### src/rtl/imuldiv_muldiv_issue_ctrl.sv
// Issue controller: accepts one M-extension op, drives the mul/div unit over val/rdy, selects the result word and hands it to writeback.
// Optional WAIT-state timeout flag is built when IMULDIV_ISSUE_TIMEOUT_EN is defined.
module imuldiv_muldiv_issue_ctrl #(
  parameter int unsigned TIMEOUT_CYCLES = 64
) (
  input  logic        clk,
  input  logic        reset,
  input  logic        op_val,
  output logic        op_rdy,
  input  logic [2:0]  op_fn,
  input  logic [31:0] op_a,
  input  logic [31:0] op_b,
  input  logic [4:0]  op_rd,
  output logic [2:0]  muldivreq_msg_fn,
  output logic [31:0] muldivreq_msg_a,
  output logic [31:0] muldivreq_msg_b,
  output logic        muldivreq_val,
  input  logic        muldivreq_rdy,
  input  logic [63:0] muldivresp_msg_result,
  input  logic        muldivresp_val,
  output logic        muldivresp_rdy,
  output logic        wb_val,
  input  logic        wb_rdy,
  output logic [4:0]  wb_rd,
  output logic [31:0] wb_data,
  output logic        busy,
  output logic        timeout_err
);

  localparam logic [1:0] IDLE = 2'd0;
  localparam logic [1:0] REQ  = 2'd1;
  localparam logic [1:0] WAIT = 2'd2;
  localparam logic [1:0] WB   = 2'd3;

  localparam logic [2:0] FN_MUL  = 3'd0;
  localparam logic [2:0] FN_DIV  = 3'd1;
  localparam logic [2:0] FN_DIVU = 3'd2;

  logic [1:0] state;
  logic       sel_hi;

  assign op_rdy         = (state == IDLE);
  assign muldivreq_val  = (state == REQ);
  assign muldivresp_rdy = (state == WAIT);
  assign wb_val         = (state == WB);
  assign busy           = (state != IDLE);

  // Low word for MUL/DIV/DIVU; high word (product high half or remainder) otherwise.
  assign sel_hi = !((muldivreq_msg_fn == FN_MUL) ||
                    (muldivreq_msg_fn == FN_DIV) ||
                    (muldivreq_msg_fn == FN_DIVU));

  always_ff @(posedge clk or negedge reset) begin
    if (!reset) begin
      state            <= IDLE;
      muldivreq_msg_fn <= '0;
      muldivreq_msg_a  <= '0;
      muldivreq_msg_b  <= '0;
      wb_rd            <= '0;
      wb_data          <= '0;
    end else begin
      case (state)
        IDLE: begin
          if (op_val) begin
            muldivreq_msg_fn <= op_fn;
            muldivreq_msg_a  <= op_a;
            muldivreq_msg_b  <= op_b;
            wb_rd            <= op_rd;
            state            <= REQ;
          end
        end
        REQ: begin
          if (muldivreq_rdy) state <= WAIT;
        end
        WAIT: begin
          if (muldivresp_val) begin
            wb_data <= sel_hi ? muldivresp_msg_result[63:32] : muldivresp_msg_result[31:0];
            state   <= WB;
          end
        end
        WB: begin
          if (wb_rdy) state <= IDLE;
        end
        default: state <= IDLE;
      endcase
    end
  end

`ifdef IMULDIV_ISSUE_TIMEOUT_EN
  logic [15:0] wait_cnt;

  always_ff @(posedge clk or negedge reset) begin
    if (!reset) begin
      wait_cnt    <= '0;
      timeout_err <= 1'b0;
    end else begin
      if ((state == IDLE) && op_val) timeout_err <= 1'b0;
      if ((state == REQ) && muldivreq_rdy) begin
        wait_cnt <= '0;
      end else if (state == WAIT) begin
        if (wait_cnt != '1) wait_cnt <= wait_cnt + 16'd1;
        // Flag as the counter reaches the limit; the op itself continues untouched.
        if (({16'd0, wait_cnt} + 32'd1) >= TIMEOUT_CYCLES) timeout_err <= 1'b1;
      end
    end
  end
`else
  assign timeout_err = 1'b0 & (TIMEOUT_CYCLES == 32'd0);
`endif

endmodule

### config.mk
export PLATFORM = sky130hd
export DESIGN_NAME = imuldiv_muldiv_issue_ctrl
export DESIGN_NICKNAME = d
export VERILOG_FILES = /design/src/rtl/imuldiv_muldiv_issue_ctrl.sv
export SDC_FILE = /design/constraint.sdc
export NUM_CORES = 1
export LEC_CHECK = 0
export CAP_MARGIN = 20
export CORE_MARGIN = 5
export CORE_UTILIZATION = 38
export CTS_CLUSTER_DIAMETER = 120
export DETAILED_ROUTE_END_ITERATION = 16
export PLACE_DENSITY = 0.8
export SYNTH_ARGS = -nofsm -noshare
export SYNTH_HDL_FRONTEND = slang
export SYNTH_SLANG_ARGS = --single-unit
### constraint.sdc
create_clock -name clk -period 1.7 [get_ports clk]
set_input_delay 0.51 -clock clk [delete_from_list [all_inputs] [get_ports clk]]
set_output_delay 0.51 -clock clk [all_outputs]
set_load 0.02 [all_outputs]
==> results of run 1 <==
==> registers in the layout, summed over array words and instances (netlist names) <==
register          cells
muldivreq_msg_a      32
muldivreq_msg_b      32
wb_data              32
wb_rd                 5
muldivreq_msg_fn      3
state                 2
==> path summary, 6_finish.rpt <==
kind | from | to | slack [ns] | depth (start not counted)
setup / recovery | state[0] | muldivresp_rdy | -0.02 | 4
hold / removal | reset | wb_data[14] | 0.04 | 1
setup reg to reg | state[0] | muldivreq_msg_a[9] | 0.10 | 6
hold reg to reg | muldivreq_msg_a[27] | muldivreq_msg_a[27] | 0.50 | 1
max in group asynchronous | reset | muldivreq_msg_b[24] | 1.12 | 2
min in group clk | muldivreq_msg_a[27] | muldivreq_msg_a[27] | 0.50 | 1
==> placed cells by master (no fill, tap or decap), types with 2 or more instances in the layout <==
cell and n:
a31oi_1 32, buf_12 5, buf_4 10, buf_6 9
clkbuf_16 9, clkdlybuf4s50_1 140, clkinv_4 2, dfrtp_1 106
dlygate4sd2_1 103, ha_4 4, inv_2 2, mux2_2 72
nand2_1 64, nand2b_1 3, nor2_1 32
==> where the power goes <==
group | switching, mW | internal [mW]
logic | 3.91 | 3.28
clock network | 0.924 | 1.16
registers | 0.652 | 3.82
total | 5.48 | 8.27
==> routing by layer <==
| layer | up-vias | wire (um) |
|---|---|---|
| met1 | 1727 | 4690 |
| li1 | 1693 | - |
| met5 | - | 0 |
| met3 | 26 | 1040 |
| met2 | 149 | 6820 |
| met4 | 0 | 328 |
==> Yosys cell counts <==
cell type	n	area, um^2
nor2_1	33	124
mux2_2	72	811
buf_2	12	60.1
a21o_1	1	7.51
a31oi_1	32	200
clkbuf_8	6	82.6
dfrtp_1	106	2650
mux2i_1	1	10.0
o2111a_1	1	11.3
and2_1	1	6.26
inv_1	3	11.3
buf_4	2	15.0
a21oi_2	1	8.76
conb_1	1	3.75
nand2_1	64	240
mux2_4	1	15.0
ha_1	4	50.1
buf_6	1	11.3
nand2b_1	3	18.8
nand2_2	1	6.26
==> logic make-up (layout without fill, tap and decap cells) <==
| logic type | count (synthesis) | in the layout | share of synthesized area |
|---|---|---|---|
| compound gates | 35 | 35 | 0.0524 |
| fa+ha+maj | 4 | 4 | 0.0115 |
| buf+inv | 24 | 287 | 0.0415 |
| flops | 106 | 106 | 0.610 |
| mux | 74 | 74 | 0.192 |
| other cells | 1 | 1 | 0.000863 |
| simple gates | 102 | 102 | 0.0910 |
==> area by class of cell <==
| type | count | area share |
|---|---|---|
| inverters | 3 | 0.00188 |
| multi-input cells | 216 | 0.215 |
| clock buffers | 10 | 0.0313 |
| repair buffers | 268 | 0.354 |
| flip-flops and latches | 106 | 0.363 |
| clock inverters | 6 | 0.0103 |
| well taps | 143 | 0.0245 |
==> what timing repair did <==
action                     in CTS  in global routing
setup endpoints to repair     109                 12
buffers inserted                1                  2
resized for setup             135                 18
pin swaps                       0                  2
==> impl_metrics.yaml, run 1 <==
run_status:
  status: "finished, violations left"
  violations: "negative setup slack"
timing:
  period_minus_slack_ns: 1.72
  setup_violations: 2
  rsz0062_at_grt: "true"
  fmax_ghz: 0.580
  holdWs_ns: 0.0424
  period_share: 1.01
  final-hold-violation-count: 0
  setup_ws_ns: -0.0232
  finClkSkew_ns: 0.00732
  tns_ns: -0.0257
  final_max_slew_viol_count: 0
die:
  core_area_mm2: 0.0113
  die_y_um: 117
  die_area_mm2: 0.0137
  start_util: 0.384
  io_pins: 252
  die_x_um: 117
  placement_rows: 39
critical_path:
  cpLargestDelayFamily: "flip-flops"
  critPathKind: "register to output port"
  crit_path_top_delay_cell: "dfrtp_1"
  worstPathCellList: "inv_2 > buf_12 > ha_4 > buf_6"
  critPathMaxFanout: 3
  start_kind: "register"
  cp.buffers_inverters: 3
  cpPeakStageDelay_ns: 0.39
  required_ns: 1.19
  cp-end-kind: "output port"
  cp.arrival_ns: 1.21
final_layout:
  utilization: 0.646
  stdcell_count: 752
  final_net_count: 750
  regArea_mm2: 0.00265
  diodes: 0
  area_delta_synth_final_pct: 68.3
  multi_input_comb_area_mm2: 0.00157
  drive_above_1_share: 0.202
  fill_cells: 920
  fin_area_mm2: 0.00731
synth:
  avgSynthCellArea_um2: 12.6
  yosysSeqAreaShare: 0.610
  synth_seq_cells: 106
  syn_area_mm2: 0.00435
  yosysWarnings: 0
  synth_cells: 346
  syn-num-nets: 492
  synthDistinctLibCells: 20
clock_tree:
  clkSinkCount: 106
  htree_levels: 3
  cts_buffers: 9
  clockRootBuffer: "clkbuf_16"
  hold_buffers: 0
  insertion_delay_ns: 0.34
  clock_path_buffers: 2
  cts_tree: "done"
  path_clk_slew_ns: 0.07
drt:
  routedWlPerCell_um: 17.1
  dr_total_vias: 3595
  drt_pass1_iterations: 4
  antenna_left: 0
  drtIter0Drc: 170
  viasPerCell: 4.78
  routed_wl_mm: 12.9
  drc: 0
placed_design:
  routabilityCongestion: 0.781
  place_area_mm2: 0.00703
  dp_hpwl_mm: 10.1
  io_buffers: 250
  pre_cts_ws_ns: -0.165
  place_inst: 734
grt:
  top_usage_layer: "met2"
  grt_use_total: 0.186
  grtUsageMet3: 0.0391
  grt_pass1_wl_mm: 19.7
  grt_pass1_vias: 3884
  met2_usage: 0.331
  antenna_found_initial: 0
  use_met1: 0.220
  grt_max_degree: 53
  grt.overflow.total: 0
flow_run:
  max_cap_violations: 0
power:
  power_mw: 13.7
  powerDensity_mw_per_mm2: 1880
  irDropWorstVdd_uv: 956
  leakage_nw: 3.25
worst_hold_path:
  hold_class: "input pin to async pin"
No activity file was read; power rests on OpenSTA's default activity.
==> run 2, diff against run 1 <==
- CELL_PAD_IN_SITES_DETAIL_PLACEMENT: not set -> 0
- CELL_PAD_IN_SITES_GLOBAL_PLACEMENT: not set -> 1
- CORE_MARGIN: 5 -> 1
- CORE_UTILIZATION: 38 -> 28
- PLACE_DENSITY: 0.8 -> not set
- PLACE_DENSITY_LB_ADDON: not set -> 0.1
==> impl_metrics.yaml, run 2 (synthesized netlist as in run 1, its figures left out) <==
run_status:
  status: "finished, violations left"
  violations: "negative setup slack"
clock_tree:
  clkSinkCount: 106
  cts_tree: "done"
  htree_levels: 3
  path_clk_slew_ns: 0.07
  clock_path_buffers: 2
  clockRootBuffer: "clkbuf_16"
  cts_buffers: 9
  hold_buffers: 0
  insertion_delay_ns: 0.35
die:
  core_area_mm2: 0.0151
  placement_rows: 45
  die_area_mm2: 0.0160
  die_x_um: 127
  start_util: 0.287
  die_y_um: 127
  io_pins: 252
power:
  p_sw_frac: 0.397
  p_comb_frac: 0.528
  clockPowerShare: 0.155
  irDropWorstVdd_uv: 742
  pwr-share-seq: 0.318
  switching_power_mw: 5.54
  power.internal_mw: 8.41
  powerDensity_mw_per_mm2: 1870
  leakage_nw: 3.31
drt:
  antenna_left: 0
  drt_pass1_iterations: 4
  m1WireLength_mm: 5.54
  routed_wl_mm: 13.1
  drtIter0Drc: 128
  wl_met2_mm: 6.38
  drc: 0
  dr_total_vias: 3584
  routedWlPerCell_um: 16.4
  wl_met3_um: 923
  viasPerCell: 4.47
  top_layer_used: "met4"
worst_hold_path:
  hold_class: "input pin to async pin"
critical_path:
  endpoint: "muldivresp_rdy"
  critPathKind: "register to output port"
  start_kind: "register"
  rr_endpoint: "state[1]"
  regToRegStartpoint: "state[0]"
  cp-end-kind: "output port"
  required_ns: 1.19
  cp.arrival_ns: 1.20
  r2r_setup_slack_ns: 0.10
  rr_worst_depth: 7
  critPathLaunch: "state[0]"
  critPathMaxFanout: 3
final_layout:
  diodes: 0
  area_delta_synth_final_pct: 72.0
  final_common_cell: "clkdlybuf4s50_1"
  top_regs: "muldivreq_msg_a (32), muldivreq_msg_b (32), wb_data (32)"
  utilization: 0.493
  fill_cells: 1398
  drive_above_1_share: 0.206
  multi_input_comb_area_mm2: 0.00157
  final_net_count: 754
  regArea_mm2: 0.00265
  final_cell_mix: "140 x clkdlybuf4s50_1, 106 x dfrtp_1, 104 x dlygate4sd2_1"
  stdcell_count: 801
  fin_area_mm2: 0.00747
timing:
  rsz0062_at_grt: "true"
  finClkSkew_ns: 0.00633
  period_minus_slack_ns: 1.71
  period_share: 1.01
  final_max_slew_viol_count: 0
  setup_violations: 2
  fmax_ghz: 0.584
  final-hold-violation-count: 0
  setup_ws_ns: -0.0109
placed_design:
  routabilityCongestion: 0.737
  io_buffers: 250
  place_area_mm2: 0.00718
  dp_hpwl_mm: 9.31
  place_inst: 782
flow_run:
  max_cap_violations: 0
grt:
  grt.overflow.total: 0
  antenna_found_initial: 0
  grt_max_degree: 52
  grt_pass1_wl_mm: 20.3
  grt_pass1_vias: 3681
  grt_use_total: 0.166
==> run 2: cell type report <==
cell class	count	share of cell area
Timing Repair Buffer	272	0.361
Sequential cell	106	0.355
Multi-Input combinational cell	216	0.210
Tap cell	188	0.0315
Clock buffer	10	0.0306
Clock inverter	6	0.00988
Inverter	3	0.00151
==> run 2: how the worst min path moves through the flow <==
| stage | endpoint | start | slack, ns | cells past startpoint |
|---|---|---|---|---|
| 5_1_grt | wb_data[26] | reset | 0.04 | 1 |
| 3_3_place_gp | wb_data[25] | reset | 0.41 | 1 |
| 2_1_floorplan | muldivreq_msg_a[0] | reset | 0.21 | 0 |
| 4_1_cts | wb_data[26] | reset | 0.03 | 1 |
| 3_5_place_dp | wb_data[26] | reset | 0.42 | 1 |
| 6_report | wb_data[26] | reset | 0.04 | 1 |
==> run 2: per-layer routing <==
layer  global-route usage  up-vias
met4               0.0737        0
li1                     -     1703
met1                0.202     1730
met3               0.0439       14
met5                    0        -
met2                0.276      137
==> run 2: worst max-delay path, stage by stage (launching register included) <==
cell,delay [ns]
dfrtp_1,0.41
inv_2,0.11
buf_6,0.11
ha_4,0.12
buf_6,0.11
==> run 2: power groups by stage <==
| stage | registers, mW | clock network, mW | logic, mW |
|---|---|---|---|
| floorplan | 6.07 | 0 | 2.57 |
| global placement | 4.49 | 0 | 7.97 |
| detailed placement | 4.53 | 0 | 8.06 |
| CTS | 4.44 | 2.24 | 7.24 |
| global route | 4.62 | 2.37 | 7.91 |
| finish | 4.43 | 2.16 | 7.36 |
==> run 2: per-stage QoR <==
step                      total power [mW]  worst slack [ns]  hold WS (ns)  setup TNS [ns]
after floorplan                       8.63            0.0981         0.214               0
after global placement                12.5            -0.120         0.414           -7.12
after detailed placement              12.6            -0.128         0.417           -7.81
after CTS                             13.9            -0.154        0.0324          -0.241
after global routing                  14.9           -0.0831        0.0383          -0.290
final                                 13.9           -0.0109        0.0401         -0.0130
==> run 2: timing repair <==
| action | CTS | global route |
|---|---|---|
| gates resized for setup | 135 | 13 |
| setup buffers | 0 | 1 |
| setup endpoints to repair | 109 | 16 |
| gates cloned | 0 | 2 |
| pin swaps | 1 | 4 |
